### config.mk
export PLATFORM = sky130hd
export DESIGN_NAME = lsu_mem_ctrl
export DESIGN_NICKNAME = d
export VERILOG_FILES = /design/src/rtl/lsu_mem_ctrl.sv
export SDC_FILE = /design/constraint.sdc
export NUM_CORES = 1
export LEC_CHECK = 0
export BUFFER_PORTS_ARGS = -buffer_cell sky130_fd_sc_hd__buf_2
export CAP_MARGIN = 40
export CORE_UTILIZATION = 52
export CTS_CLUSTER_DIAMETER = 50
export DETAILED_ROUTE_END_ITERATION = 10
export GPL_TIMING_DRIVEN = 0
export PLACE_DENSITY = 0.85
export SETUP_SLACK_MARGIN = 0.2
export SLEW_MARGIN = 20
export SYNTH_ARGS = -nofsm -noshare
export SYNTH_HDL_FRONTEND = slang
export SYNTH_SLANG_ARGS = --single-unit
### constraint.sdc
create_clock -name clk -period 2.6 [get_ports clk]
set_clock_uncertainty 0.1 [all_clocks]
set_input_delay 0.39 -clock clk [delete_from_list [all_inputs] [get_ports clk]]
set_output_delay 0.39 -clock clk [all_outputs]
set_load 0.005 [all_outputs]
### src/rtl/lsu_mem_ctrl.sv
// -----------------------------------------------------------------------------
// lsu_mem_ctrl
//
// Load/store sequencing controller sitting between the execute/memory pipeline
// stage and a single-port data memory. One load or store is handled per
// transaction. The controller:
//   - checks the size/offset combination and faults illegal requests without
//     touching memory,
//   - builds the byte-lane write mask and lane-aligned store data,
//   - runs a req/gnt/rvalid handshake to the memory,
//   - returns sign- or zero-extended load data.
//
// Ports
//   clk, rst_n         clock (rising edge), asynchronous active-low reset
//   lsu_valid          pipeline request, only looked at while lsu_ready=1
//   lsu_we             1 = store, 0 = load
//   lsu_fun3           RV32 funct3 (b/h/w/bu/hu/wu)
//   lsu_addr           byte address
//   lsu_wdata          right-justified store data
//   lsu_ready          controller idle, request accepted this cycle
//   lsu_stall          transaction in flight (complement of lsu_ready)
//   lsu_done           one-cycle completion pulse
//   lsu_fault          with lsu_done: request was illegal, memory untouched
//   lsu_rdata          extended load result, held until the next load completes
//   mem_req            memory request
//   mem_we             memory write enable
//   mem_addr           word-aligned address
//   mem_wmask          byte-lane write mask
//   mem_wdata          lane-aligned write data
//   mem_gnt            memory accepted the request
//   mem_rvalid         memory read data valid
//   mem_rdata          raw memory read word
// -----------------------------------------------------------------------------
module lsu_mem_ctrl #(
  parameter int DataWidth = 32
) (
  input  logic                 clk,
  input  logic                 rst_n,
  input  logic                 lsu_valid,
  input  logic                 lsu_we,
  input  logic [2:0]           lsu_fun3,
  input  logic [DataWidth-1:0] lsu_addr,
  input  logic [DataWidth-1:0] lsu_wdata,
  output logic                 lsu_ready,
  output logic                 lsu_stall,
  output logic                 lsu_done,
  output logic                 lsu_fault,
  output logic [DataWidth-1:0] lsu_rdata,
  output logic                 mem_req,
  output logic                 mem_we,
  output logic [DataWidth-1:0] mem_addr,
  output logic [3:0]           mem_wmask,
  output logic [DataWidth-1:0] mem_wdata,
  input  logic                 mem_gnt,
  input  logic                 mem_rvalid,
  input  logic [DataWidth-1:0] mem_rdata
);

  typedef enum logic [2:0] {
    IDLE  = 3'd0,
    REQ   = 3'd1,
    WAIT  = 3'd2,
    DONE  = 3'd3,
    FAULT = 3'd4
  } state_t;

  state_t         state_r;
  logic           we_r;
  logic [2:0]     fun3_r;
  logic [1:0]     off_r;
  logic [31:0]    addr_r;
  logic [3:0]     wmask_r;
  logic [31:0]    wdata_r;
  logic [31:0]    rdata_r;

  // Legal size/offset/direction combinations. Halfwords may straddle lanes
  // inside the word but never the word boundary.
  function automatic logic is_legal(input logic we, input logic [2:0] fun3,
                                    input logic [1:0] off);
    logic ok;
    case (fun3)
      3'b000:  ok = 1'b1;
      3'b001:  ok = (off != 2'd3);
      3'b010:  ok = (off == 2'd0);
      3'b100:  ok = ~we;
      3'b101:  ok = ~we & (off != 2'd3);
      3'b110:  ok = ~we & (off == 2'd0);
      default: ok = 1'b0;
    endcase
    return ok;
  endfunction

  // Byte-lane mask for a store; loads carry an empty mask.
  function automatic logic [3:0] store_mask(input logic we, input logic [2:0] fun3,
                                            input logic [1:0] off);
    logic [3:0] base;
    case (fun3)
      3'b000:  base = 4'b0001;
      3'b001:  base = 4'b0011;
      3'b010:  base = 4'b1111;
      default: base = 4'b0000;
    endcase
    return we ? (base << off) : 4'b0000;
  endfunction

  // Lane-align the raw read word and extend according to funct3.
  function automatic logic [31:0] load_extend(input logic [2:0] fun3,
                                              input logic [1:0] off,
                                              input logic [31:0] word);
    logic [31:0] sh;
    logic [31:0] res;
    sh = word >> {off, 3'b000};
    case (fun3)
      3'b000:  res = {{24{sh[7]}}, sh[7:0]};
      3'b001:  res = {{16{sh[15]}}, sh[15:0]};
      3'b100:  res = {24'h000000, sh[7:0]};
      3'b101:  res = {16'h0000, sh[15:0]};
      default: res = sh;
    endcase
    return res;
  endfunction

  // Transaction FSM together with the latched request fields and load result.
  always_ff @(posedge clk or negedge rst_n) begin
    if (!rst_n) begin
      state_r <= IDLE;
      we_r    <= 1'b0;
      fun3_r  <= 3'b000;
      off_r   <= 2'b00;
      addr_r  <= 32'h0000_0000;
      wmask_r <= 4'b0000;
      wdata_r <= 32'h0000_0000;
      rdata_r <= 32'h0000_0000;
    end else begin
      case (state_r)
        IDLE: begin
          if (lsu_valid) begin
            we_r    <= lsu_we;
            fun3_r  <= lsu_fun3;
            off_r   <= lsu_addr[1:0];
            addr_r  <= {lsu_addr[31:2], 2'b00};
            wmask_r <= store_mask(lsu_we, lsu_fun3, lsu_addr[1:0]);
            wdata_r <= lsu_wdata << {lsu_addr[1:0], 3'b000};
            state_r <= is_legal(lsu_we, lsu_fun3, lsu_addr[1:0]) ? REQ : FAULT;
          end else begin
            state_r <= IDLE;
          end
        end
        REQ: begin
          if (mem_gnt) begin
            state_r <= we_r ? DONE : WAIT;
          end else begin
            state_r <= REQ;
          end
        end
        WAIT: begin
          if (mem_rvalid) begin
            rdata_r <= load_extend(fun3_r, off_r, mem_rdata);
            state_r <= DONE;
          end else begin
            state_r <= WAIT;
          end
        end
        DONE:    state_r <= IDLE;
        FAULT:   state_r <= IDLE;
        default: state_r <= IDLE;
      endcase
    end
  end

  // Handshake outputs decode the state register directly so reset drops them
  // asynchronously.
  assign lsu_ready = (state_r == IDLE);
  assign lsu_stall = (state_r != IDLE);
  assign lsu_done  = (state_r == DONE) || (state_r == FAULT);
  assign lsu_fault = (state_r == FAULT);
  assign mem_req   = (state_r == REQ);
  assign mem_we    = (state_r == REQ) & we_r;
  assign mem_addr  = addr_r;
  assign mem_wmask = wmask_r;
  assign mem_wdata = wdata_r;
  assign lsu_rdata = rdata_r;

endmodule

**After elaboration in Yosys (flattened, before gate mapping)**

Index checks and enable logic that the tools add are counted.

- Register bits: 107
- Input port bits: 105

- Eq/ne operators: 13
- Shifts and indexed selects: 3
- Mux-type cells: 14
- Bitwise operators: 4
- Reductions and logical operators: 8

Operators with widths:

| operator | count |
|---|---|
| 32-bit case mux with 4 select lines | 1 |
| 32-bit by 5-bit left shift with 32-bit output | 1 |
| 32-bit by 5-bit right shift with 32-bit output | 1 |
| 3-bit equality test (second input constant) | 6 |
| 4-bit 2-to-1 mux | 3 |
| 4-bit case mux with 3 select lines | 1 |
| 3-bit by 1-bit equality test with 1-bit output (second input constant) | 3 |
| 3-bit by 2-bit equality test with 1-bit output (second input constant) | 3 |
| 3-bit zero test | 3 |
| 3-bit case mux with 3 select lines | 1 |
| 3-bit 2-to-1 mux | 2 |
| 1-bit case mux with 6 select lines | 1 |
| 1-bit 2-to-1 mux | 4 |
| 2-bit AND reduction | 2 |
| 4-bit by 2-bit left shift with 4-bit output | 1 |
| 1-bit AND | 3 |
| 3-bit nonzero test | 1 |
| 2-bit zero test | 1 |
| 2-bit 2-to-1 mux | 1 |
| 2-bit inequality test (second input constant) | 1 |
| 1-bit logical OR | 1 |
| 1-bit NOT | 1 |

**Longest topological paths before layout**

- Depth in word-level cells: 8
- Gate-level depth with buffers: 7

**Worst setup path after synthesis**

OpenSTA, ideal clock, no wires.

- Kind: register to register
- From: register off_r[1]
- To: register rdata_r[24], in the netlist lsu_rdata[24]
- Setup time: 0.126 ns
- Arrival: 1.579 ns
- Required time: 2.374 ns
- Setup slack: 0.795 ns
- Stages on the path, launching flop included: 6
- Clock period less this slack: 1.805 ns
- Path through: dfrtp_1 -> mux4_2 -> or2_1 -> and3_4 -> buf_6 -> a221o_1

- Longest elaborated chain between the ends: 2

Ends and longest elaborated chain:

| element | RTL line | text |
|---|---|---|
| start: declaration | 70 | `logic [1:0] off_r;` |
| start signal: assignment | 140 | `off_r <= lsu_addr[1:0];` |
| 32-bit by 5-bit right shift with 32-bit output | 112 | `sh = word >> {off, 3'b000};` |
| 32-bit case mux with 4 select lines | 113 | `case (fun3)` |
| end signal: assignment | 158 | `rdata_r <= load_extend(fun3_r, off_r, mem_rdata);` |
| end: declaration | 74 | `logic [31:0] rdata_r;` |

No other way between the ends.
A chain may end at the register's enable or synchronous reset.

**Worst setup path after layout**

- From: register state_r[2]
- To: register rdata_r[25], in the netlist lsu_rdata[25]

- Longest elaborated chain between the ends: 2

Ends and longest elaborated chain:

| element | RTL line | text |
|---|---|---|
| start: declaration | 67 | `state_t state_r;` |
| start signal: assignment | 144 | `state_r <= is_legal(lsu_we, lsu_fun3, lsu_addr[1:0]) ? REQ : FAULT;` |
| start signal: assignment | 151 | `state_r <= we_r ? DONE : WAIT;` |
| 3-bit by 2-bit equality test with 1-bit output | 135 | `case (state_r)` |
| 2-bit AND reduction (no line) | n/a |  |

No other way between the ends.

==> insert_results.sql <==
INSERT INTO impl_metrics (metric_group, metric, value, unit) VALUES
('critical_path', 'cp_bufs_invs', '1', ''),
('min_path', 'hold_path_startpoint', 'lsu_addr[18]', ''),
('synth', 'syn-instance-count', '479', ''),
('critical_path', 'worst_setup_path_start_kind', 'register', ''),
('placed_design', 'io_buffer_count', '208', ''),
('cells_and_area', 'area_delta_synth_final', '28.41', '%'),
('routing', 'post-route-drc-count', '0', ''),
('status', 'outcome', 'complete, no violations', ''),
('critical_path', 'cpPeakStageDelay', '0.76', 'ns'),
('power_and_ir_drop', 'combinationalPowerShare', '43.6', '%'),
('global_routing', 'grt_use_total', '28.20', '%'),
('floorplan', 'initial_core_util', '54.63', '%'),
('global_routing', 'first_global_vias', '4662', ''),
('timing', 'transition_at_the_pin_with_the_smallest_max_transition_slack', '0.9249', 'ns'),
('timing', 'part_of_the_cycle_the_worst_path_needs', '79.74', '%'),
('synth', 'synth_top_area_share', '52.06', '%'),
('clock_tree', 'later_pin_clock_latency_in_the_skew_report', '0.36', 'ns'),
('power_and_ir_drop', 'total_design_power', '7015', 'uW'),
('placed_design', 'total_instance_count_after_detailed_placement', '818', ''),
('timing', 'max-slew-margin-rel', '37.87', '%'),
('floorplan', 'ios', '211', ''),
('power_and_ir_drop', 'intPower', '4427', 'uW'),
('power_and_ir_drop', 'power_switching', '2588', 'uW'),
('routing', 'detail_route.wl_per_cell', '17.14', 'um'),
('power_and_ir_drop', 'ir_drop', '542.3', 'uV'),
('placed_design', 'dp_hpwl', '10740', 'um'),
('synth', 'synth.cell_area', '5144', 'um2'),
('clock_tree', 'cts_made_buffers', '9', ''),
('critical_path', 'slowest_stage', 'sky130_fd_sc_hd__nor3_1', ''),
('critical_path', 'regToRegEndpoint', 'lsu_rdata[25]', ''),
('critical_path', 'worstSetupPathType', 'reg -> reg', ''),
('routing', 'routed_wirelength', '14310', 'um'),
('timing', 'fin_max_slew_vios', '0', ''),
('clock_tree', 'cts_root_buffer', 'sky130_fd_sc_hd__clkbuf_8', ''),
('synth', 'synth_async_sr_flop_share', '100.0', '%'),
('floorplan', 'die_area', '10290', 'um2'),
('clock_tree', 'worst_setup_hold_path_clk_slew', '0.11', 'ns'),
('min_path', 'worst_hold_path.num_cells', '2', ''),
('critical_path', 'req_time_crit_path', '2.81', 'ns'),
('critical_path', 'worst_path_dominant_cell_family', 'simple AND/OR/NAND/NOR gates', ''),
('synth', 'synthesis.yosys.warnings', '0', ''),
('power_and_ir_drop', 'power.density', '1062', 'nW/um2'),
('routing', 'drt_first_pass_iters', '5', ''),
('synth', 'synth_cell_types', '39', ''),
('routing', 'routed-via-count', '4669', ''),
('timing', 'grt_setup_unrepaired', 'false', ''),
('timing', 'layout_setup_ws', '0.5269', 'ns'),
('cells_and_area', 'fin_nets', '806', ''),
('clock_tree', 'postCtsSetupBuffers', '0', ''),
('global_routing', 'gr-total-overflow', '0', ''),
('critical_path', 'worstSetupEndpointType', 'register', ''),
('critical_path', 'r2r-start', 'state_r[2]', ''),
('synth', 'synth_enable_flop_cells', '0', ''),
('floorplan', 'chipWidth', '101.5', 'um'),
('run', 'max-cap-violations', '0', ''),
('synth', 'commonest_cells_in_the_synthesized_netlist', '107 x sky130_fd_sc_hd__dfrtp_1, 58 x sky130_fd_sc_hd__nand2_1, 48 x sky130_fd_sc_hd__mux2_2, 36 x sky130_fd_sc_hd__a21oi_1', ''),
('power_and_ir_drop', 'cellLeakagePower', '0.003314', 'uW'),
('clock_tree', 'quantity_of_gates_resized_following_cts', '0', ''),
('power_and_ir_drop', 'pwr-share-clk', '15.3', '%'),
('synth', 'synth_largest_area_cell', 'sky130_fd_sc_hd__dfrtp_1', ''),
('timing', 'timing_hold_violations_final', '0', ''),
('cells_and_area', 'fillerInstances', '742', ''),
('synth', 'most_frequently_used_flop_master_after_synthesis', 'sky130_fd_sc_hd__dfrtp_1', ''),
('synth', 'yosys_reg_bits', '107', ''),
('global_routing', 'grt_antenna_before_repair', '0', ''),
('critical_path', 'critical_path_arrival', '2.28', 'ns'),
('placed_design', 'gpl.final_weighted_congestion', '0.8727', ''),
('floorplan', 'coreArea', '9415', 'um2'),
('global_routing', 'grt_start_max_net_pins', '85', ''),
('synth', 'synthTopCellsByArea', 'sky130_fd_sc_hd__dfrtp_1 52%, sky130_fd_sc_hd__mux2_2 11%, sky130_fd_sc_hd__mux2i_1 6.6%, sky130_fd_sc_hd__nand2_1 4.2%, sky130_fd_sc_hd__a21oi_1 3.5%', ''),
('clock_tree', 'tritoncts', 'yes', '');
-- cell families after synthesis --
family,Yosys count,share of synthesized area (%)
AOI/OAI and AO/OA,103,12.45
buffers and inverters,38,3.940
DFF,107,52.06
muxes,87,18.44
other,1,0.07290
and+or+nand+nor,143,13.04
-- power groups by stage --
| stage | logic [uW] | clock network [uW] | registers, uW |
|---|---|---|---|
| after floorplan | 1690 | 0 | 2910 |
| after global placement | 2950 | 0 | 2860 |
| after detailed placement | 3050 | 0 | 2910 |
| after CTS | 3070 | 1090 | 2880 |
| after global routing | 3390 | 1150 | 2970 |
| final | 3060 | 1070 | 2890 |
-- metal layers --
metal	track usage, %	routed length, um	up-vias
li1	-	-	2126
met1	35.35	5816	2252
met2	47.51	6962	245
met3	5.728	1135	46
met4	12.37	399	0
met5	0	0	-
-- worst max path at each step --
stage          cells past startpoint  slack [ns]     startpoint             to
4_1_cts                            4        0.56     state_r[0]  lsu_rdata[25]
2_1_floorplan                      5        0.80  mem_rdata[31]  lsu_rdata[24]
6_report                           4        0.53     state_r[2]  lsu_rdata[25]
5_1_grt                            4        0.44     state_r[0]  lsu_rdata[24]
3_3_place_gp                       1       -0.07          rst_n    mem_addr[8]
3_5_place_dp                       6        0.53    lsu_addr[0]     state_r[0]
-- per-stage QoR --
stage	hold WS, ns	setup TNS (ns)	area, um2	util [%]
floorplan	-0.005591	0	5147	-
global placement	0.3562	-6.863	6350	67.44
detailed placement	0.1682	0	6384	67.80
CTS	0.1124	0	6605	70.15
global route	0.1231	0	6605	70.15
finish	0.1205	0	6605	70.15
-- placed cells by master (no fill, tap or decap), drive strengths merged --
cell type      n
nor2b         12
buf          231
a21oi         36
mux2          52
nand2b         2
nand3         15
dlygate4sd3    1
or3            1
nand2         58
o211ai         1
or2            3
mux2i         34
and2           8
mux4           1
nor3b          3
nand3b         3
clkinv         3
inv            3
nor3           2
a31oi          1
clkinvlp       2
o41ai          2
nand4bb        1
o31ai         10
o21ai         33
o31a           1
dfrtp        107
nor2          34
conb           2
a221o          8
and3           1
o311ai         2
a211oi         8
bufinv         1
clkbuf        23
o21bai         1
-- flip-flops by register name, indices dropped and copies added (netlist names) --
signal     flops
mem_wdata     32
mem_wmask      4
lsu_rdata     32
state_r        3
off_r          2
fun3_r         3
we_r           1
mem_addr      30
-- layout make-up --
type | count | area (um2) | share of cell area [%]
Buffer | 36 | 195.2 | 2.955
Multi-Input combinational cell | 335 | 2267 | 34.32
Clock inverter | 7 | 87.58 | 1.326
Tap cell | 129 | 161.4 | 2.444
Sequential cell | 107 | 2678 | 40.54
Timing Repair Buffer | 210 | 1085 | 16.42
Clock buffer | 9 | 123.9 | 1.875
Inverter | 2 | 7.507 | 0.1137
-- repair_timing --
action	CTS	global route
endpoints found under the hold margin	23	0
endpoints found under the setup margin	0	0
hold buffers	1	0
(Power assumes the default switching activity.)
